==> src/rtl/seccion_selector.sv <==
// Section selector for the quadrant painter: debounced next/prev/mode buttons drive a
// wrap-around section index 1..4, with an optional timed auto-rotation mode.
module seccion_selector #(
  parameter int unsigned DEBOUNCE_CYCLES = 50000,
  parameter int unsigned AUTO_DWELL      = 25000000
) (
  input  logic       clk2,
  input  logic       reset,
  input  logic       btn_next,
  input  logic       btn_prev,
  input  logic       btn_mode,
  output logic [2:0] seccion_actual,
  output logic       seccion_cambio,
  output logic       modo_auto
);

  localparam int unsigned DbW = $clog2(DEBOUNCE_CYCLES);
  localparam int unsigned DwW = $clog2(AUTO_DWELL);
  localparam logic [DbW-1:0] DbMax = DbW'(DEBOUNCE_CYCLES - 1);
  localparam logic [DwW-1:0] DwMax = DwW'(AUTO_DWELL - 1);

  typedef enum logic [1:0] {StIdle, StManual, StAuto} state_e;

  // Bit 0 = next, bit 1 = prev, bit 2 = mode.
  logic [2:0]     sync1_q, sync1_d, sync2_q, sync2_d;
  logic [2:0]     deb_q, deb_d, deb_dly_q, deb_dly_d;
  logic [DbW-1:0] cnt_q [3];
  logic [DbW-1:0] cnt_d [3];
  logic [2:0]     press;

  state_e         state_q, state_d;
  logic [2:0]     sec_q, sec_d;
  logic [DwW-1:0] dwell_q, dwell_d;
  logic           cambio_q, cambio_d;
  logic           modo_q, modo_d;
  logic           step_next, step_prev;

  function automatic logic [2:0] sec_inc(input logic [2:0] s);
    return (s == 3'd4) ? 3'd1 : s + 3'd1;
  endfunction

  function automatic logic [2:0] sec_dec(input logic [2:0] s);
    return (s == 3'd1) ? 3'd4 : s - 3'd1;
  endfunction

  always_comb begin
    sync1_d   = {btn_mode, btn_prev, btn_next};
    sync2_d   = sync1_q;
    deb_d     = deb_q;
    deb_dly_d = deb_q;
    for (int i = 0; i < 3; i++) begin
      cnt_d[i] = '0;
      if (sync2_q[i] != deb_q[i]) begin
        if (cnt_q[i] == DbMax) begin
          deb_d[i] = sync2_q[i];
        end else begin
          cnt_d[i] = cnt_q[i] + DbW'(1);
        end
      end
    end
    press = deb_q & ~deb_dly_q;
  end

  always_comb begin
    state_d   = state_q;
    sec_d     = sec_q;
    dwell_d   = dwell_q;
    // Simultaneous next and prev cancel each other.
    step_next = press[0] & ~press[1];
    step_prev = press[1] & ~press[0];
    case (state_q)
      StIdle: begin
        if (press[2]) begin
          state_d = StAuto;
          sec_d   = 3'd1;
          dwell_d = '0;
        end else if (step_next) begin
          state_d = StManual;
          sec_d   = 3'd1;
        end else if (step_prev) begin
          state_d = StManual;
          sec_d   = 3'd4;
        end
      end
      StManual: begin
        if (press[2]) begin
          state_d = StAuto;
          dwell_d = '0;
        end else if (step_next) begin
          sec_d = sec_inc(sec_q);
        end else if (step_prev) begin
          sec_d = sec_dec(sec_q);
        end
      end
      StAuto: begin
        if (press[2]) begin
          state_d = StManual;
        end else if (step_next) begin
          sec_d   = sec_inc(sec_q);
          dwell_d = '0;
        end else if (step_prev) begin
          sec_d   = sec_dec(sec_q);
          dwell_d = '0;
        end else if (dwell_q == DwMax) begin
          sec_d   = sec_inc(sec_q);
          dwell_d = '0;
        end else begin
          dwell_d = dwell_q + DwW'(1);
        end
      end
      default: state_d = StIdle;
    endcase
    cambio_d = (sec_d != sec_q);
    modo_d   = (state_d == StAuto);
  end

  always_ff @(posedge clk2) begin
    if (reset) begin
      sync1_q   <= '0;
      sync2_q   <= '0;
      deb_q     <= '0;
      deb_dly_q <= '0;
      for (int i = 0; i < 3; i++) cnt_q[i] <= '0;
      state_q   <= StIdle;
      sec_q     <= '0;
      dwell_q   <= '0;
      cambio_q  <= 1'b0;
      modo_q    <= 1'b0;
    end else begin
      sync1_q   <= sync1_d;
      sync2_q   <= sync2_d;
      deb_q     <= deb_d;
      deb_dly_q <= deb_dly_d;
      for (int i = 0; i < 3; i++) cnt_q[i] <= cnt_d[i];
      state_q   <= state_d;
      sec_q     <= sec_d;
      dwell_q   <= dwell_d;
      cambio_q  <= cambio_d;
      modo_q    <= modo_d;
    end
  end

  assign seccion_actual = sec_q;
  assign seccion_cambio = cambio_q;
  assign modo_auto      = modo_q;

endmodule
==> config.mk <==
export PLATFORM = sky130hd
export DESIGN_NAME = seccion_selector
export DESIGN_NICKNAME = d
export VERILOG_FILES = /design/src/rtl/seccion_selector.sv
export SDC_FILE = /design/constraint.sdc
export NUM_CORES = 1
export LEC_CHECK = 0
export ABC_CLOCK_PERIOD_IN_PS = 4100
export CAP_MARGIN = 20
export CORE_MARGIN = 2
export CORE_UTILIZATION = 50
export DETAILED_ROUTE_END_ITERATION = 7
export DONT_BUFFER_PORTS = 1
export PLACE_DENSITY = 0.67
export SLEW_MARGIN = 20
export SYNTH_ARGS = -nofsm -noshare
export SYNTH_HDL_FRONTEND = slang
export SYNTH_SLANG_ARGS = --single-unit
==> constraint.sdc <==
create_clock -name clk2 -period 4.1 [get_ports clk2]
set_input_delay 0.205 -clock clk2 [delete_from_list [all_inputs] [get_ports clk2]]
set_output_delay 0.205 -clock clk2 [all_outputs]
set_load 0.02 [all_outputs]
==> parameters.txt <==
Parameter                              Value

Pwr
  LEAKAGE    1.51 nW
  Maximum ir drop on the vdd rail    around 200 uV
  Power density of the placed cells    around 320 nW/um2

STA
  Fin Hold WS    0.0660 ns
  Setup TNS after final layout    0 ns
  Number of hold-slack violations in the final timing report    0
  Tightest Pin Transition    1.01 ns
  Setup violators final    0
  Setup ws final    1.30 ns
  Final critical-path share of the clock period    68.3%
  Fmax    357 MHz
  Fin. max-slew vios    0
  Skew final    0.0124 ns
  Tightest slew margin relative to the limit    32.2%
  Setup repair after global routing missed its margin    no
  Crit path time final    2.80 ns

Cells and area
  Fraction of the core area covered by cells at the end of the flow    55.0%
  Commonest cells after routing, fill and taps aside    94 x sky130_fd_sc_hd__nor2_1, 92 x sky130_fd_sc_hd__dfxtp_1, 36 x sky130_fd_sc_hd__xnor2_1
  Total area of multi-input combinational cells    between 2000 and 2500 um2
  Sequential cell area    about 1800 um2
  # diodes    0
  Fraction of layout cells with a size suffix above 1    5.84%
  Area added between synthesis and finish    6.98%
  Number of fill cells    roughly 830
  Most frequent standard cell in the layout excluding fill and tap cells    sky130_fd_sc_hd__nor2_1
  Net count reported at finish    540

Critical path
  Data arrival, critical path    3.07 ns
  R2R Setup Slk    1.30 ns
  Maximum fanout encountered on the critical timing path    10
  Required time at the endpoint of the critical path    4.37 ns
  Path type of the worst setup path    reg -> reg
  CP startpoint kind    flop
  Number of cells on the worst reg-to-reg path    8
  Critical Path Sink Type    flop
  Worst R2R Start    seccion_actual[0]
  Capturing point of the worst reg2reg path    seccion_cambio

Die
  # IOs    10
  Core ar.    8680 um2
  Count of standard-cell rows    34
  Die Outline Area    9700 um2
  Starting Density    51.4%
  Die boundary height    98.5 um
  X dimension of the die    98.5 um

CTS
  Number of instances resized during post-cts repair    0
  H-tree Lvls    3
  Cell chosen for the clock root    sky130_fd_sc_hd__clkbuf_8
  Number of clock sinks    92
  Maximum buffer depth of the clock tree    2
  Number of buffers added by the clock tree synthesis step    9
  Later-pin clock latency in the skew report    0.36 ns
  Clock tree from TritonCTS    built
  Clock slew seen by the registers of the worst setup and hold paths    around 0.10 ns

Min path
  Classification of the worst-slack hold path    in -> reg
  Endpoint of the worst hold path    cnt_q[0][33]
  Cell depth of the worst hold path    2
  Hold Path Origin    reset

GRT
  Largest net degree at the start of global routing    26
  Global Route Usage Sum    19.4%
  Grt total ovfl    0
  Via count of the first global-routing pass    3448
  Antenna violations before repair    0
  Global-route wire length before repair    15600 um

Outcome
  Outcome    completed

Placed design
  Routability Congestion    0.905
  Number of input and output port buffers inserted    0
  HPWL after detailed placement    6160 um
  Placement Setup Slack    1.36 ns

Route
  Detailed-route wire length    9060 um
  Number of remaining DRC errors    0
  Average wire per cell in the routed design    approximately 14 um
  Number of vias after detailed routing    between 3000 and 4000
  Routed via count divided by cell count    5.73
  Iteration count of the initial detailed-routing pass    4
  Residual antenna-violating net count after detailed routing    0
  Iter 0 DRT Violations    about 130

Flow run
  Max-cap viol count    0

Synthesis
  Sequential cell area fraction in the yosys report    41.3%
  Cell Area, Synth    4460 um2
  Nets in the synthesized netlist    541
  Gate count of the mapped netlist    528
  Warnings from Yosys    0
  Mean cell area of the mapped netlist    8.45 um2
  Number of flip-flops and latches in the synthesized netlist    92
  Fraction of registers with async set or reset after synthesis    0%
  Number of flops mapped to enable cells by yosys    0
  Number of unique standard cell types used by synthesis    55
  Most used flip-flop cell after synthesis    sky130_fd_sc_hd__dfxtp_1
[power by group]
| part | internal (mW) | leakage (nW) | switching [mW] |
|---|---|---|---|
| registers | 0.896 | 0.742 | 0.00224 |
| clock network | 0.284 | 0.0923 | 0.327 |
| logic | 0.00608 | 0.672 | 0.0120 |
[worst max-delay path, cell delays in order (launching register included)]
cell and delay, ns:
sky130_fd_sc_hd__dfxtp_1 0.61, sky130_fd_sc_hd__inv_1 0.20, sky130_fd_sc_hd__ha_1 0.26, sky130_fd_sc_hd__nor3b_1 0.33, sky130_fd_sc_hd__a2111oi_0 0.12, sky130_fd_sc_hd__and3_2 0.24, sky130_fd_sc_hd__or4_4 0.42, sky130_fd_sc_hd__or3b_1 0.38
sky130_fd_sc_hd__a41oi_2 0.16
[area by class of cell]
class | count | area share [%]
inverters | 13 | 1.02
repair buffers | 6 | 1.15
clock buffers | 9 | 2.59
flip-flops and latches | 92 | 38.6
multi-input cells | 405 | 52.3
clock inverters | 6 | 1.49
well taps | 108 | 2.83
[cells in the mapped netlist (3+ instances only)]
cell / count / area, um2
sky130_fd_sc_hd__o21ai_0: 15 / 75.1
sky130_fd_sc_hd__o211ai_1: 3 / 22.5
sky130_fd_sc_hd__nand3_1: 24 / 120
sky130_fd_sc_hd__a211oi_1: 3 / 22.5
sky130_fd_sc_hd__a31oi_1: 4 / 25.0
sky130_fd_sc_hd__o31ai_1: 3 / 22.5
sky130_fd_sc_hd__nand2b_1: 4 / 25.0
sky130_fd_sc_hd__xor2_1: 25 / 219
sky130_fd_sc_hd__or3_1: 5 / 31.3
sky130_fd_sc_hd__nor4_1: 14 / 87.6
sky130_fd_sc_hd__inv_1: 13 / 48.8
sky130_fd_sc_hd__xnor2_1: 36 / 315
sky130_fd_sc_hd__and2_1: 4 / 25.0
sky130_fd_sc_hd__mux2i_1: 4 / 40.0
sky130_fd_sc_hd__nor2_1: 94 / 353
sky130_fd_sc_hd__ha_1: 8 / 100
sky130_fd_sc_hd__clkbuf_1: 15 / 56.3
sky130_fd_sc_hd__nor3_1: 13 / 65.1
sky130_fd_sc_hd__a21oi_1: 15 / 75.1
sky130_fd_sc_hd__nor4b_1: 3 / 26.3
sky130_fd_sc_hd__a311oi_1: 4 / 35.0
sky130_fd_sc_hd__nor2b_1: 17 / 106
sky130_fd_sc_hd__and3_1: 11 / 68.8
sky130_fd_sc_hd__and4_1: 4 / 35.0
sky130_fd_sc_hd__a2111oi_0: 4 / 35.0
sky130_fd_sc_hd__dfxtp_1: 92 / 1840
sky130_fd_sc_hd__nand4_1: 22 / 138
sky130_fd_sc_hd__nand2_1: 35 / 131
[flip-flops by register name, indices dropped and copies added, names as in the netlist]
name            cells
seccion_actual      3
modo_auto           1
deb_dly_d           3
dwell_q            25
state_q             2
cnt_q              48
deb_dly_q           3
sync2_q             3
seccion_cambio      1
sync1_q             3
[timing repair]
| action | in CTS | in global routing |
|---|---|---|
| hold buffers | 4 | 0 |
| setup buffers | 0 | 0 |
| endpoints found under the hold margin | 25 | 0 |
[metrics by stage]
step | area, um2 | cells | power (mW)
final | 4770 | 639 | 1.53
after floorplan | 4460 | 528 | 0.932
after detailed placement | 4540 | 620 | 0.931
after global placement | 4540 | 620 | 0.931
after global routing | 4770 | 639 | 1.59
after CTS | 4770 | 639 | 1.54
[per-layer routing]
metal	vias up	global-route usage [%]	routed length (um)
li1	1847	-	-
met1	1700	25.8	4330
met2	95	30.9	4200
met3	19	4.26	375
met4	0	7.48	157
met5	-	0	0
[cells by family (layout without fill, tap and decap cells)]
logic type | count (synthesis) | count (layout) | share of synthesized area, %
buf+inv | 31 | 34 | 2.75
xor+xnor | 61 | 61 | 12.0
fa+ha+maj | 9 | 9 | 2.47
mux | 4 | 4 | 0.897
flops | 92 | 92 | 41.3
simple gates | 266 | 266 | 30.6
compound gates | 65 | 65 | 10.0
[worst max path at each step]
stage	end	cells past startpoint	startpoint	slack, ns
2_1_floorplan	seccion_cambio	8	seccion_actual[0]	1.56
3_3_place_gp	seccion_cambio	8	seccion_actual[0]	1.38
3_5_place_dp	seccion_cambio	8	seccion_actual[0]	1.36
4_1_cts	seccion_cambio	8	seccion_actual[0]	1.31
5_1_grt	seccion_cambio	8	seccion_actual[0]	1.12
6_report	seccion_cambio	8	seccion_actual[0]	1.30
Note: power is estimated with default switching activity, not from simulation.
